`src/rtl/uart_pkg.sv`:
```
// ============================================================================
// Module : uart_pkg
// Brief  : Shared constants for the UART TX FIFO drain: state encoding and
//          frame geometry.
// Rev    : 1.0  initial release
// ============================================================================
`default_nettype none

package uart_pkg;

  localparam int DEFAULT_CLKS_PER_BIT = 868;
  localparam int DATA_BITS            = 8;

  // Transmitter state encoding
  localparam logic [2:0] IDLE   = 3'd0;
  localparam logic [2:0] READ   = 3'd1;
  localparam logic [2:0] LOAD   = 3'd2;
  localparam logic [2:0] START  = 3'd3;
  localparam logic [2:0] DATA   = 3'd4;
  localparam logic [2:0] PARITY = 3'd5;
  localparam logic [2:0] STOP   = 3'd6;

endpackage

`default_nettype wire

```
`src/rtl/uart_baud_counter.sv`:
```
// ============================================================================
// Module : uart_baud_counter
// Brief  : Bit-period timer. Counts 0..CLKS_PER_BIT-1 and flags the last
//          clock of each bit period; wraps to zero on every bit boundary.
// Rev    : 1.0  initial release
// ============================================================================
`default_nettype none

module uart_baud_counter #(
  parameter int CLKS_PER_BIT = 868
) (
  input  logic clk,
  input  logic reset,
  input  logic clear,
  output logic bit_end
);

  localparam int               CNT_W = (CLKS_PER_BIT > 1) ? $clog2(CLKS_PER_BIT) : 1;
  localparam logic [CNT_W-1:0] LAST  = CNT_W'(CLKS_PER_BIT - 1);

  logic [CNT_W-1:0] cnt_q;
  logic [CNT_W-1:0] cnt_d;

  assign bit_end = (cnt_q == LAST);

  // Next count: hold at zero while cleared, wrap at the end of each bit
  always_comb begin
    cnt_d = cnt_q + CNT_W'(1);
    if (clear || (cnt_q == LAST)) begin
      cnt_d = '0;
    end
  end

  // Counter register
  always_ff @(posedge clk or posedge reset) begin
    if (reset) begin
      cnt_q <= '0;
    end else begin
      cnt_q <= cnt_d;
    end
  end

endmodule

`default_nettype wire

```
`src/rtl/uart_tx_fifo_drain.sv`:
```
// ============================================================================
// Module : uart_tx_fifo_drain
// Brief  : Pops one byte from a registered-output TX FIFO and serialises it
//          as start bit, 8 data bits LSB first, optional parity, 1 or 2
//          stop bits. Line idles high; tx is registered.
// Rev    : 1.0  initial release
// ============================================================================
`default_nettype none

module uart_tx_fifo_drain
  import uart_pkg::*;
#(
  parameter int CLKS_PER_BIT = DEFAULT_CLKS_PER_BIT,
  parameter int PARITY_EN    = 0,
  parameter int PARITY_ODD   = 0,
  parameter int STOP_BITS    = 1
) (
  input  logic        clk,
  input  logic        reset,
  input  logic        tx_enable,
  input  logic        fifo_empty,
  output logic        fifo_rd_en,
  input  logic [7:0]  fifo_data,
  output logic        tx,
  output logic        busy,
  output logic        tx_done,
  output logic [15:0] frame_count
);

  localparam logic [2:0] LAST_IDX   = 3'(DATA_BITS - 1);
  localparam logic [2:0] AFTER_DATA = (PARITY_EN != 0) ? PARITY : STOP;
  localparam logic       ODD_BIT    = (PARITY_ODD != 0) ? 1'b1 : 1'b0;
  localparam logic       STOP_LAST  = (STOP_BITS == 2) ? 1'b1 : 1'b0;

  logic [2:0]  state_q,       state_d;
  logic [7:0]  shreg_q,       shreg_d;
  logic [2:0]  idx_q,         idx_d;
  logic        stop_idx_q,    stop_idx_d;
  logic        parity_q,      parity_d;
  logic        tx_q,          tx_d;
  logic [15:0] frame_count_q, frame_count_d;
  logic        done_w;
  logic        bit_end;
  logic        baud_clear;

  // The baud timer only runs while a bit is on the line
  assign baud_clear = (state_q == IDLE) || (state_q == READ) || (state_q == LOAD);

  uart_baud_counter #(
    .CLKS_PER_BIT (CLKS_PER_BIT)
  ) u_baud (
    .clk     (clk),
    .reset   (reset),
    .clear   (baud_clear),
    .bit_end (bit_end)
  );

  // Frame sequencing; tx is computed from the next state so the pin is registered
  always_comb begin
    state_d       = state_q;
    shreg_d       = shreg_q;
    idx_d         = idx_q;
    stop_idx_d    = stop_idx_q;
    parity_d      = parity_q;
    frame_count_d = frame_count_q;
    done_w        = 1'b0;

    case (state_q)
      IDLE: begin
        if (tx_enable && !fifo_empty) begin
          state_d = READ;
        end
      end
      READ: begin
        state_d = LOAD;
      end
      LOAD: begin
        // FIFO read data is valid this cycle, one clock after the pop strobe
        shreg_d    = fifo_data;
        parity_d   = (^fifo_data) ^ ODD_BIT;
        idx_d      = 3'd0;
        stop_idx_d = 1'b0;
        state_d    = START;
      end
      START: begin
        if (bit_end) begin
          state_d = DATA;
        end
      end
      DATA: begin
        if (bit_end) begin
          if (idx_q == LAST_IDX) begin
            state_d = AFTER_DATA;
          end else begin
            idx_d = idx_q + 3'd1;
          end
        end
      end
      PARITY: begin
        if (bit_end) begin
          state_d = STOP;
        end
      end
      STOP: begin
        if (bit_end) begin
          if (stop_idx_q == STOP_LAST) begin
            state_d       = IDLE;
            done_w        = 1'b1;
            frame_count_d = frame_count_q + 16'd1;
          end else begin
            stop_idx_d = 1'b1;
          end
        end
      end
      default: begin
        state_d = IDLE;
      end
    endcase

    case (state_d)
      START:   tx_d = 1'b0;
      DATA:    tx_d = shreg_d[idx_d];
      PARITY:  tx_d = parity_d;
      default: tx_d = 1'b1;
    endcase
  end

  // State and datapath registers; reset drops the frame and idles the line
  always_ff @(posedge clk or posedge reset) begin
    if (reset) begin
      state_q       <= IDLE;
      shreg_q       <= 8'd0;
      idx_q         <= 3'd0;
      stop_idx_q    <= 1'b0;
      parity_q      <= 1'b0;
      tx_q          <= 1'b1;
      frame_count_q <= 16'd0;
    end else begin
      state_q       <= state_d;
      shreg_q       <= shreg_d;
      idx_q         <= idx_d;
      stop_idx_q    <= stop_idx_d;
      parity_q      <= parity_d;
      tx_q          <= tx_d;
      frame_count_q <= frame_count_d;
    end
  end

  assign fifo_rd_en  = (state_q == READ);
  assign busy        = (state_q != IDLE);
  assign tx_done     = done_w;
  assign tx          = tx_q;
  assign frame_count = frame_count_q;

endmodule

`default_nettype wire

```
`config.mk`:
```
export PLATFORM = sky130hd
export DESIGN_NAME = uart_tx_fifo_drain
export DESIGN_NICKNAME = d
export VERILOG_FILES = /design/src/rtl/uart_pkg.sv /design/src/rtl/uart_baud_counter.sv /design/src/rtl/uart_tx_fifo_drain.sv
export SDC_FILE = /design/constraint.sdc
export NUM_CORES = 1
export LEC_CHECK = 0
export CORE_MARGIN = 5
export CORE_UTILIZATION = 29
export DETAILED_ROUTE_END_ITERATION = 12
export MAX_ROUTING_LAYER = met4
export SLEW_MARGIN = 20
export SYNTH_ARGS = -nofsm -noshare
export SYNTH_HDL_FRONTEND = slang
export SYNTH_SLANG_ARGS = --single-unit
```
`constraint.sdc`:
```
create_clock -name clk -period 2.4 [get_ports clk]
set_input_delay 0.36 -clock clk [delete_from_list [all_inputs] [get_ports clk]]
set_output_delay 0.36 -clock clk [all_outputs]
set_load 0.03 [all_outputs]
```
==> key figures, run 1 <==
Outcome
  • Run status: finished clean

Routing
  • DRC errors left: 0
  • DR iter-0 viols: 82
  • Total detailed-routing wirelength: 4070 um
  • Detail Route Antenna Nets: 0
  • Count of vias placed by the detailed router: 1534
  • Router iterations before antenna repair: 6
  • Post-detailed-route wirelength per cell: 11.9 um
  • Vias per cell: between 4 and 5

Clocking
  • Clock tree from TritonCTS: built
  • Total clock buffers created by CTS: 5
  • Reg clk slew, reported paths: 0.09 ns
  • Count of clock tree sinks: 43
  • Longest Clk Path Bufs: 2
  • Buffer type at the clock tree root: sky130_fd_sc_hd__clkbuf_8
  • H-tree levels: 2
  • Clock latency reported for the late side of the worst-skew pair: 0.29 ns

STA
  • F_max: 429 MHz
  • Number of setup violations in the final report: 0
  • Relative slew slack: 64.9%
  • Post-Route Setup TNS: 0 ns
  • Pins over their slew limit: 0
  • Slack of the critical path: approximately 0.07 ns
  • Clock period minus worst slack: 2.33 ns
  • Number of endpoints with negative hold slack in the final report: 0
  • Setup skew after layout: 0.00874 ns
  • Crit share post-route: 97.1%
  • Actual slew at the worst max-slew pin: 0.526 ns

Cells and area
  • Share of post-route cells with drive strength above 1: roughly 17%
  • Fillers: 709
  • Area used by multi-input combinational logic: 0.00105 mm^2
  • Area occupied by registers: 0.00108 mm^2
  • Number of nets in the finished design: 256
  • Utilization of the core after routing: between 30 and 40%
  • Diodes inserted: 0
  • Area grow syn2layout: 31.2%

Min path
  • Terminating pin of the worst hold path: frame_count[15]$_DFFE_PP0P_
  • Worst min-delay path category: flop to flop
  • Worst hold path cell count: 1
  • Startpoint of the tightest hold check path: frame_count[15]$_DFFE_PP0P_

Synthesis
  • Register bit total from synthesis: 43
  • Commonest cells post-synth: sky130_fd_sc_hd__dfrtp_1 (42), sky130_fd_sc_hd__xnor2_1 (21), sky130_fd_sc_hd__nor2_1 (19)
  • Main area contributors after synthesis: sky130_fd_sc_hd__dfrtp_1 (50%), sky130_fd_sc_hd__xnor2_1 (8.7%), sky130_fd_sc_hd__mux2_2 (4.8%)
  • Ys flop type: sky130_fd_sc_hd__dfrtp_1
  • Average instance area after synthesis: 10.6 um^2
  • Post-Syn Instances: 199
  • Number of enable-type register cells in the synthesized netlist: 0
  • Count of different cell masters after synthesis: 36
  • Count leader, synth: sky130_fd_sc_hd__dfrtp_1
  • Number of nets in the synthesized netlist: 214
  • FFs w/ async S/R, synth: 100%
  • Fraction of the yosys area taken by sequential cells: roughly 51%
  • Syn Std Cell Area: around 0.0021 mm^2
  • Area share of the leading cell type in the synthesized netlist: 49.8%
  • Leading area contributor after synthesis: sky130_fd_sc_hd__dfrtp_1
  • Synth warn: 0

Critical path
  • Arrival time of the worst setup path: 2.53 ns
  • R2R Path End: tx$_DFF_PP1_
  • Reg-to-reg slack, setup: 0.07 ns
  • Critical Path End Type: flop
  • Worst r2r path cells: 7
  • Required @ worst endpoint: around 2.6 ns
  • Startpoint of the worst register-to-register path: u_baud.cnt_q[1]$_DFF_PP0_
  • Class of the most critical setup path: flop to flop
  • Max Fanout on Critical Path: 6
  • CP startpoint kind: flop

GRT
  • First-pass GRT wire length: 6970 um
  • Number of antenna violations at the first check in global routing: 0
  • Overall overflow remaining after global route: 0
  • GRT Resource Usage Total: 9.91%
  • Maximum number of pins on one net before global-route repair: 44
  • Vias in the first global route: roughly 1.5k

Pwr
  • Final Power: 0.00195 W
  • Leakage: roughly 1.2 nW
  • Power density normalized to cell area: approximately 700 mW/mm^2
  • Worst vdd rail ir drop: 0.271 mV

Die
  • Total Die Area: 0.00908 mm^2
  • Standard-cell row count: 31
  • Die outline width: 95.3 um
  • Core region area: 0.00718 mm^2
  • Effective utilization at floorplan: 29.4%
  • Overall die height: ~95 um
  • Ports: 32

Flow run
  • Total of max-cap violations: 0

Placed design
  • Final weighted congestion in routability-driven placement: ~0.79
  • Placement Setup Slack: 0.0200 ns
  • Post-DP HPWL: between 2000 and 3000 um
  • Port Buffer Count: 31
[per-stage QoR]
step / hold slack (ns) / instances / cell area (um^2)
2_1_floorplan: 0.456 / 199 / 2170
3_3_place_gp: 0.462 / 332 / 2630
3_5_place_dp: 0.469 / 332 / 2630
4_1_cts: 0.480 / 340 / 2750
5_1_grt: 0.493 / 341 / 2770
6_report: 0.472 / 341 / 2770
[state kept, by name, summed over array words and instances, names as in the netlist]
name and flops:
idx_q 3, tx 1, stop_idx_q 1, frame_count 16, parity_q 1, state_q 3
shreg_q 8, u_baud.cnt_q 10
[worst max path at each step]
stage                                   start                           to  slack (ns)
CTS                 u_baud.cnt_q[1]$_DFF_PP0_                 tx$_DFF_PP1_        0.03
global route        u_baud.cnt_q[1]$_DFF_PP0_                 tx$_DFF_PP1_      -0.007
detailed placement  u_baud.cnt_q[1]$_DFF_PP0_                 tx$_DFF_PP1_        0.02
floorplan           u_baud.cnt_q[0]$_DFF_PP0_  frame_count[13]$_DFFE_PP0P_       -0.02
global placement    u_baud.cnt_q[1]$_DFF_PP0_                 tx$_DFF_PP1_        0.06
finish              u_baud.cnt_q[1]$_DFF_PP0_                 tx$_DFF_PP1_        0.07
[placed cells by master (no fill, tap or decap), types with 3 or more instances in the layout]
| master | count |
|---|---|
| sky130_fd_sc_hd__xor2_1 | 9 |
| sky130_fd_sc_hd__o21ai_0 | 3 |
| sky130_fd_sc_hd__clkdlybuf4s50_1 | 30 |
| sky130_fd_sc_hd__nand4_1 | 3 |
| sky130_fd_sc_hd__nand3_1 | 8 |
| sky130_fd_sc_hd__buf_4 | 11 |
| sky130_fd_sc_hd__a21o_1 | 3 |
| sky130_fd_sc_hd__inv_1 | 7 |
| sky130_fd_sc_hd__mux2_2 | 9 |
| sky130_fd_sc_hd__nand2b_1 | 3 |
| sky130_fd_sc_hd__nand2_1 | 15 |
| sky130_fd_sc_hd__dfrtp_1 | 42 |
| sky130_fd_sc_hd__nor2_1 | 18 |
| sky130_fd_sc_hd__xnor2_1 | 21 |
| sky130_fd_sc_hd__clkbuf_8 | 5 |
| sky130_fd_sc_hd__nor3b_1 | 3 |
| sky130_fd_sc_hd__and3_1 | 5 |
| sky130_fd_sc_hd__a21oi_1 | 4 |
| sky130_fd_sc_hd__nor3_1 | 4 |
| sky130_fd_sc_hd__nand3b_1 | 4 |
[metal layers]
layer / share of wire, % / GRT usage, % / routed length (um)
met1: 51 / 13.5 / 2060
met2: 43 / 14.2 / 1750
met3: 4.4 / 1.97 / 177
met4: 1.8 / 4.33 / 74
met5: 0 / - / 0
[worst max-delay path, cell delays in order, from the launching register on]
cell	delay, ns
sky130_fd_sc_hd__dfrtp_1	0.38
sky130_fd_sc_hd__ha_2	0.22
sky130_fd_sc_hd__or3b_4	0.38
sky130_fd_sc_hd__or3_4	0.36
sky130_fd_sc_hd__or3_4	0.41
sky130_fd_sc_hd__and2_4	0.19
sky130_fd_sc_hd__o2111ai_2	0.16
sky130_fd_sc_hd__a41oi_1	0.14
[final cells by class]
type	count	area share (%)
Inverter	7	0.949
Multi-Input combinational cell	143	37.8
Tap cell	99	4.47
Clock inverter	3	1.58
Clock buffer	5	2.48
Sequential cell	43	38.9
Timing Repair Buffer	41	13.8
[timing repair]
item,CTS,global route
pin swaps,0,1
gates cloned,0,0
endpoints found under the setup margin,1,1
hold buffers,0,0
setup buffers,0,1
resized for setup,1,3
[cells by family (layout without fill, tap and decap cells)]
logic type | Yosys count | count (layout) | share of synthesized area [%]
simple gates | 80 | 80 | 20.4
compound gates | 20 | 20 | 6.64
mux | 10 | 10 | 5.28
buf+inv | 13 | 56 | 2.43
xor+xnor | 30 | 30 | 12.4
flops | 43 | 43 | 51.0
fa+ha+maj | 3 | 3 | 1.78
[report_power, final]
group	switching [W]	internal, W	total (W)	leakage [nW]
registers	0.0000690	0.000852	0.000921	0.562
clock network	0.000251	0.000310	0.000560	0.0581
logic	0.000228	0.000244	0.000472	0.585
No activity file was read; power rests on OpenSTA's default activity.
==> inputs of run 2 (changes only) <==
--- a/config.mk
+++ b/config.mk
@@ -5,10 +5,11 @@
 export SDC_FILE = /design/constraint.sdc
 export NUM_CORES = 1
 export LEC_CHECK = 0
-export CORE_MARGIN = 5
+export CORE_MARGIN = 3
 export CORE_UTILIZATION = 29
 export DETAILED_ROUTE_END_ITERATION = 12
 export MAX_ROUTING_LAYER = met4
+export PLACE_DENSITY = 0.46
 export SLEW_MARGIN = 20
 export SYNTH_ARGS = -nofsm -noshare
 export SYNTH_HDL_FRONTEND = slang
==> run 2 against run 1 <==
  * Fmax grew 1.7%
  * Final cell count grew 0.88%
  * Via count grew 1.1%
  * Combinational power grew 16%
  * Sequential power shrank 2%
  * Worst setup slack gained 0.039 ns
  * Utilization grew 1.9 points
  * Wire length grew 7.5%
  * Cell area grew 0.99%
  * Register-to-register slack gained 0.04 ns
  * Clock skew is essentially flat
==> key figures, run 2 (synthesis results as in run 1) <==
Cells and area
  • Non-filler instance count after layout: 344 (+0.88%)
  • Area occupied by registers: 0.00108 mm^2 (unchanged)
  • Leading cell type in the layout, fill and taps excluded: sky130_fd_sc_hd__dfrtp_1
  • Number of nets in the finished design: 262 (+2.3%)
  • Area used by multi-input combinational logic: 0.00106 mm^2 (+0.96%)
  • Top library cells by usage in the layout, fill and taps aside: sky130_fd_sc_hd__dfrtp_1 (42), sky130_fd_sc_hd__clkdlybuf4s50_1 (30), sky130_fd_sc_hd__xnor2_1 (21)
  • Number of flip-flops in the largest register: 16 (unchanged)
  • Area grow syn2layout: 32.5%
  • Fillers: 703 (-0.85%)
  • Cell area after layout: 0.00280 mm^2 (+0.99%)
  • Diodes inserted: 0 (unchanged)
  • Share of post-route cells with drive strength above 1: 19.8% (+2.4 points)

Critical path
  • Worst r2r path cells: 7 (unchanged)
  • Logic depth of the worst path, buffers included: 7 (unchanged)
  • Required @ worst endpoint: 2.61 ns (about the same)
  • Reg-to-reg slack, setup: 0.11 ns (+0.04 ns)
  • Arrival time of the worst setup path: 2.50 ns (-0.03 ns)
  • Most used cell along the critical path: sky130_fd_sc_hd__or3_4
  • Sequence of cells on the critical path: ha_2 -> or3b_4 -> or3_4 -> or3_4 -> and2_4 -> o2111ai_2 -> a41oi_2
  • CP startpoint kind: flop
  • Crit path buffers/inverters: 0 (unchanged)
  • Max incr delay on CP: 0.41 ns (about the same)
  • Class of the most critical setup path: flop to flop
  • R2R Path End: tx$_DFF_PP1_
  • Max Fanout on Critical Path: 6 (unchanged)
  • Critical Path End Type: flop
  • CP delay by family, top: simple AND/OR/NAND/NOR gates
  • Startpoint of the worst register-to-register path: u_baud.cnt_q[1]$_DFF_PP0_
  • Slowest cell on the critical path: sky130_fd_sc_hd__or3_4

Clocking
  • Longest Clk Path Bufs: 2 (unchanged)
  • Clock latency reported for the late side of the worst-skew pair: 0.29 ns (about the same)
  • H-tree levels: 2 (unchanged)
  • Count of clock tree sinks: 43 (unchanged)
  • Buffer type at the clock tree root: sky130_fd_sc_hd__clkbuf_8
  • Reg clk slew, reported paths: 0.09 ns (about the same)
  • Clock tree from TritonCTS: built
  • Total clock buffers created by CTS: 5 (unchanged)

STA
  • Setup skew after layout: 0.00899 ns (+0.000249 ns)
  • Relative slew slack: 60.9% (-4.0 points)
  • Pins over their slew limit: 0 (unchanged)
  • Number of setup violations in the final report: 0 (unchanged)
  • F_max: 436 MHz (+1.7%)
  • Post-Route Setup TNS: 0 ns (unchanged)
  • Actual slew at the worst max-slew pin: 0.587 ns (+0.0603 ns)
  • Crit share post-route: 95.5% (-1.6 points)
  • Clock period minus worst slack: 2.29 ns (-0.0389 ns)
  • Unrepaired setup endpoints after global routing: no
  • Hold slack final: 0.468 ns (-0.00379 ns)
  • Number of endpoints with negative hold slack in the final report: 0 (unchanged)

Die
  • Standard-cell row count: 30 (-3.2%)
  • Effective utilization at floorplan: 30.6% (+1.1 points)
  • Core region area: 0.00691 mm^2 (-3.7%)
  • Ports: 32 (unchanged)
  • Total Die Area: 0.00834 mm^2 (-8.2%)
  • Overall die height: 91.3 um (-4.2%)
  • Die outline width: 91.3 um (-4.2%)

Min path
  • Terminating pin of the worst hold path: frame_count[15]$_DFFE_PP0P_
  • Worst min-delay path category: flop to flop
  • Startpoint of the tightest hold check path: frame_count[15]$_DFFE_PP0P_
  • Worst hold path cell count: 1 (unchanged)

Routing
  • Router iterations before antenna repair: 4 (-2)
  • Post-detailed-route wirelength per cell: 12.7 um (+6.6%)
  • Detail Route Antenna Nets: 0 (unchanged)
  • DRC errors left: 0 (unchanged)
  • Vias per cell: 4.51 (+0.23%)
  • DR iter-0 viols: 56 (-32%)
  • Total detailed-routing wirelength: 4370 um (+7.5%)
  • Count of vias placed by the detailed router: 1551 (+1.1%)

Placed design
  • Post-placement cell count: 335 (+0.90%)
  • Post-DP HPWL: 3140 um (+5.0%)
  • Placed cell area: 0.00268 mm^2 (+1.6%)
  • Port Buffer Count: 31 (unchanged)
  • Final weighted congestion in routability-driven placement: 0.796 (+0.99%)

Pwr
  • Design internal power: 0.00133 W (-5.2%)
  • Clock group share of total power: 24.1% (-4.6 points)
  • Worst vdd rail ir drop: 0.272 mV (+0.42%)
  • Psw: 0.000577 W (+5.4%)
  • Sw frac: 30.2% (+2.2 points)
  • Leakage: 1.22 nW (+1.1%)
  • Power density normalized to cell area: 682 mW/mm^2 (-3.2%)
  • Fraction of power consumed by combinational cells: 28.6% (+4.4 points)
  • Sequential group share of total power: 47.3% (+0.2 points)

GRT
  • Maximum number of pins on one net before global-route repair: 44 (unchanged)
  • GRT Resource Usage Total: 11.6% (+1.7 points)
  • Number of antenna violations at the first check in global routing: 0 (unchanged)
  • Vias in the first global route: 1552 (+3.5%)
  • Overall overflow remaining after global route: 0 (unchanged)
  • First-pass GRT wire length: 7650 um (+9.7%)

Flow run
  • Total of max-cap violations: 0 (unchanged)

Outcome
  • Run status: finished clean
-- run 2: cell count changes in the layout (fill, tap and decap cells not counted), sizes merged --
cell      delta
buf          +6
bufinv       -1
clkinv       -1
clkinvlp     +2
-- run 2: timing repair --
action	CTS	global route
setup endpoints to repair	0	1
hold buffers	0	0
buffers inserted	0	1
resized for setup	0	5
hold endpoints to repair	0	0
-- run 2: power groups by stage --
stage               clock, W  combinational, W  sequential (W)
detailed placement         0          0.000526        0.000920
finish              0.000459          0.000546        0.000903
global route        0.000512          0.000605        0.000921
global placement           0          0.000526        0.000918
CTS                 0.000489          0.000528        0.000907
floorplan                  0          0.000337        0.000923
-- run 2: how the worst max path moves through the flow --
stage                              start                     endpoint  slack (ns)
2_1_floorplan  u_baud.cnt_q[0]$_DFF_PP0_  frame_count[13]$_DFFE_PP0P_       -0.02
3_3_place_gp   u_baud.cnt_q[1]$_DFF_PP0_                 tx$_DFF_PP1_        0.07
3_5_place_dp   u_baud.cnt_q[1]$_DFF_PP0_                 tx$_DFF_PP1_        0.02
4_1_cts        u_baud.cnt_q[1]$_DFF_PP0_                 tx$_DFF_PP1_       0.006
5_1_grt        u_baud.cnt_q[1]$_DFF_PP0_                 tx$_DFF_PP1_       0.004
6_report       u_baud.cnt_q[1]$_DFF_PP0_                 tx$_DFF_PP1_        0.11
-- run 2: layout make-up --
cell class | count | share of cell area (%)
clock inverter | 3 | 0.716
multi-input combinational | 143 | 37.8
tap | 96 | 4.29
inverter | 7 | 0.939
sequential | 43 | 38.5
timing repair buffer | 47 | 15.3
clock buffer | 5 | 2.46
-- run 2: per-stage QoR --
step                      setup WS [ns]  utilization (%)  total power, W
after floorplan                 -0.0233                -         0.00126
after global placement           0.0662             38.7         0.00144
after detailed placement         0.0205             38.7         0.00145
after CTS                       0.00622             40.0         0.00192
after global routing            0.00439             40.5         0.00204
final                             0.109             40.5         0.00191
-- run 2: layer usage --
layer,global-route usage (%),vias up,part of all wire (%)
li1,-,781,-
met1,16.0,741,52
met4,3.39,0,0.91
met5,-,-,0
met2,16.7,27,43
met3,2.98,2,3.8
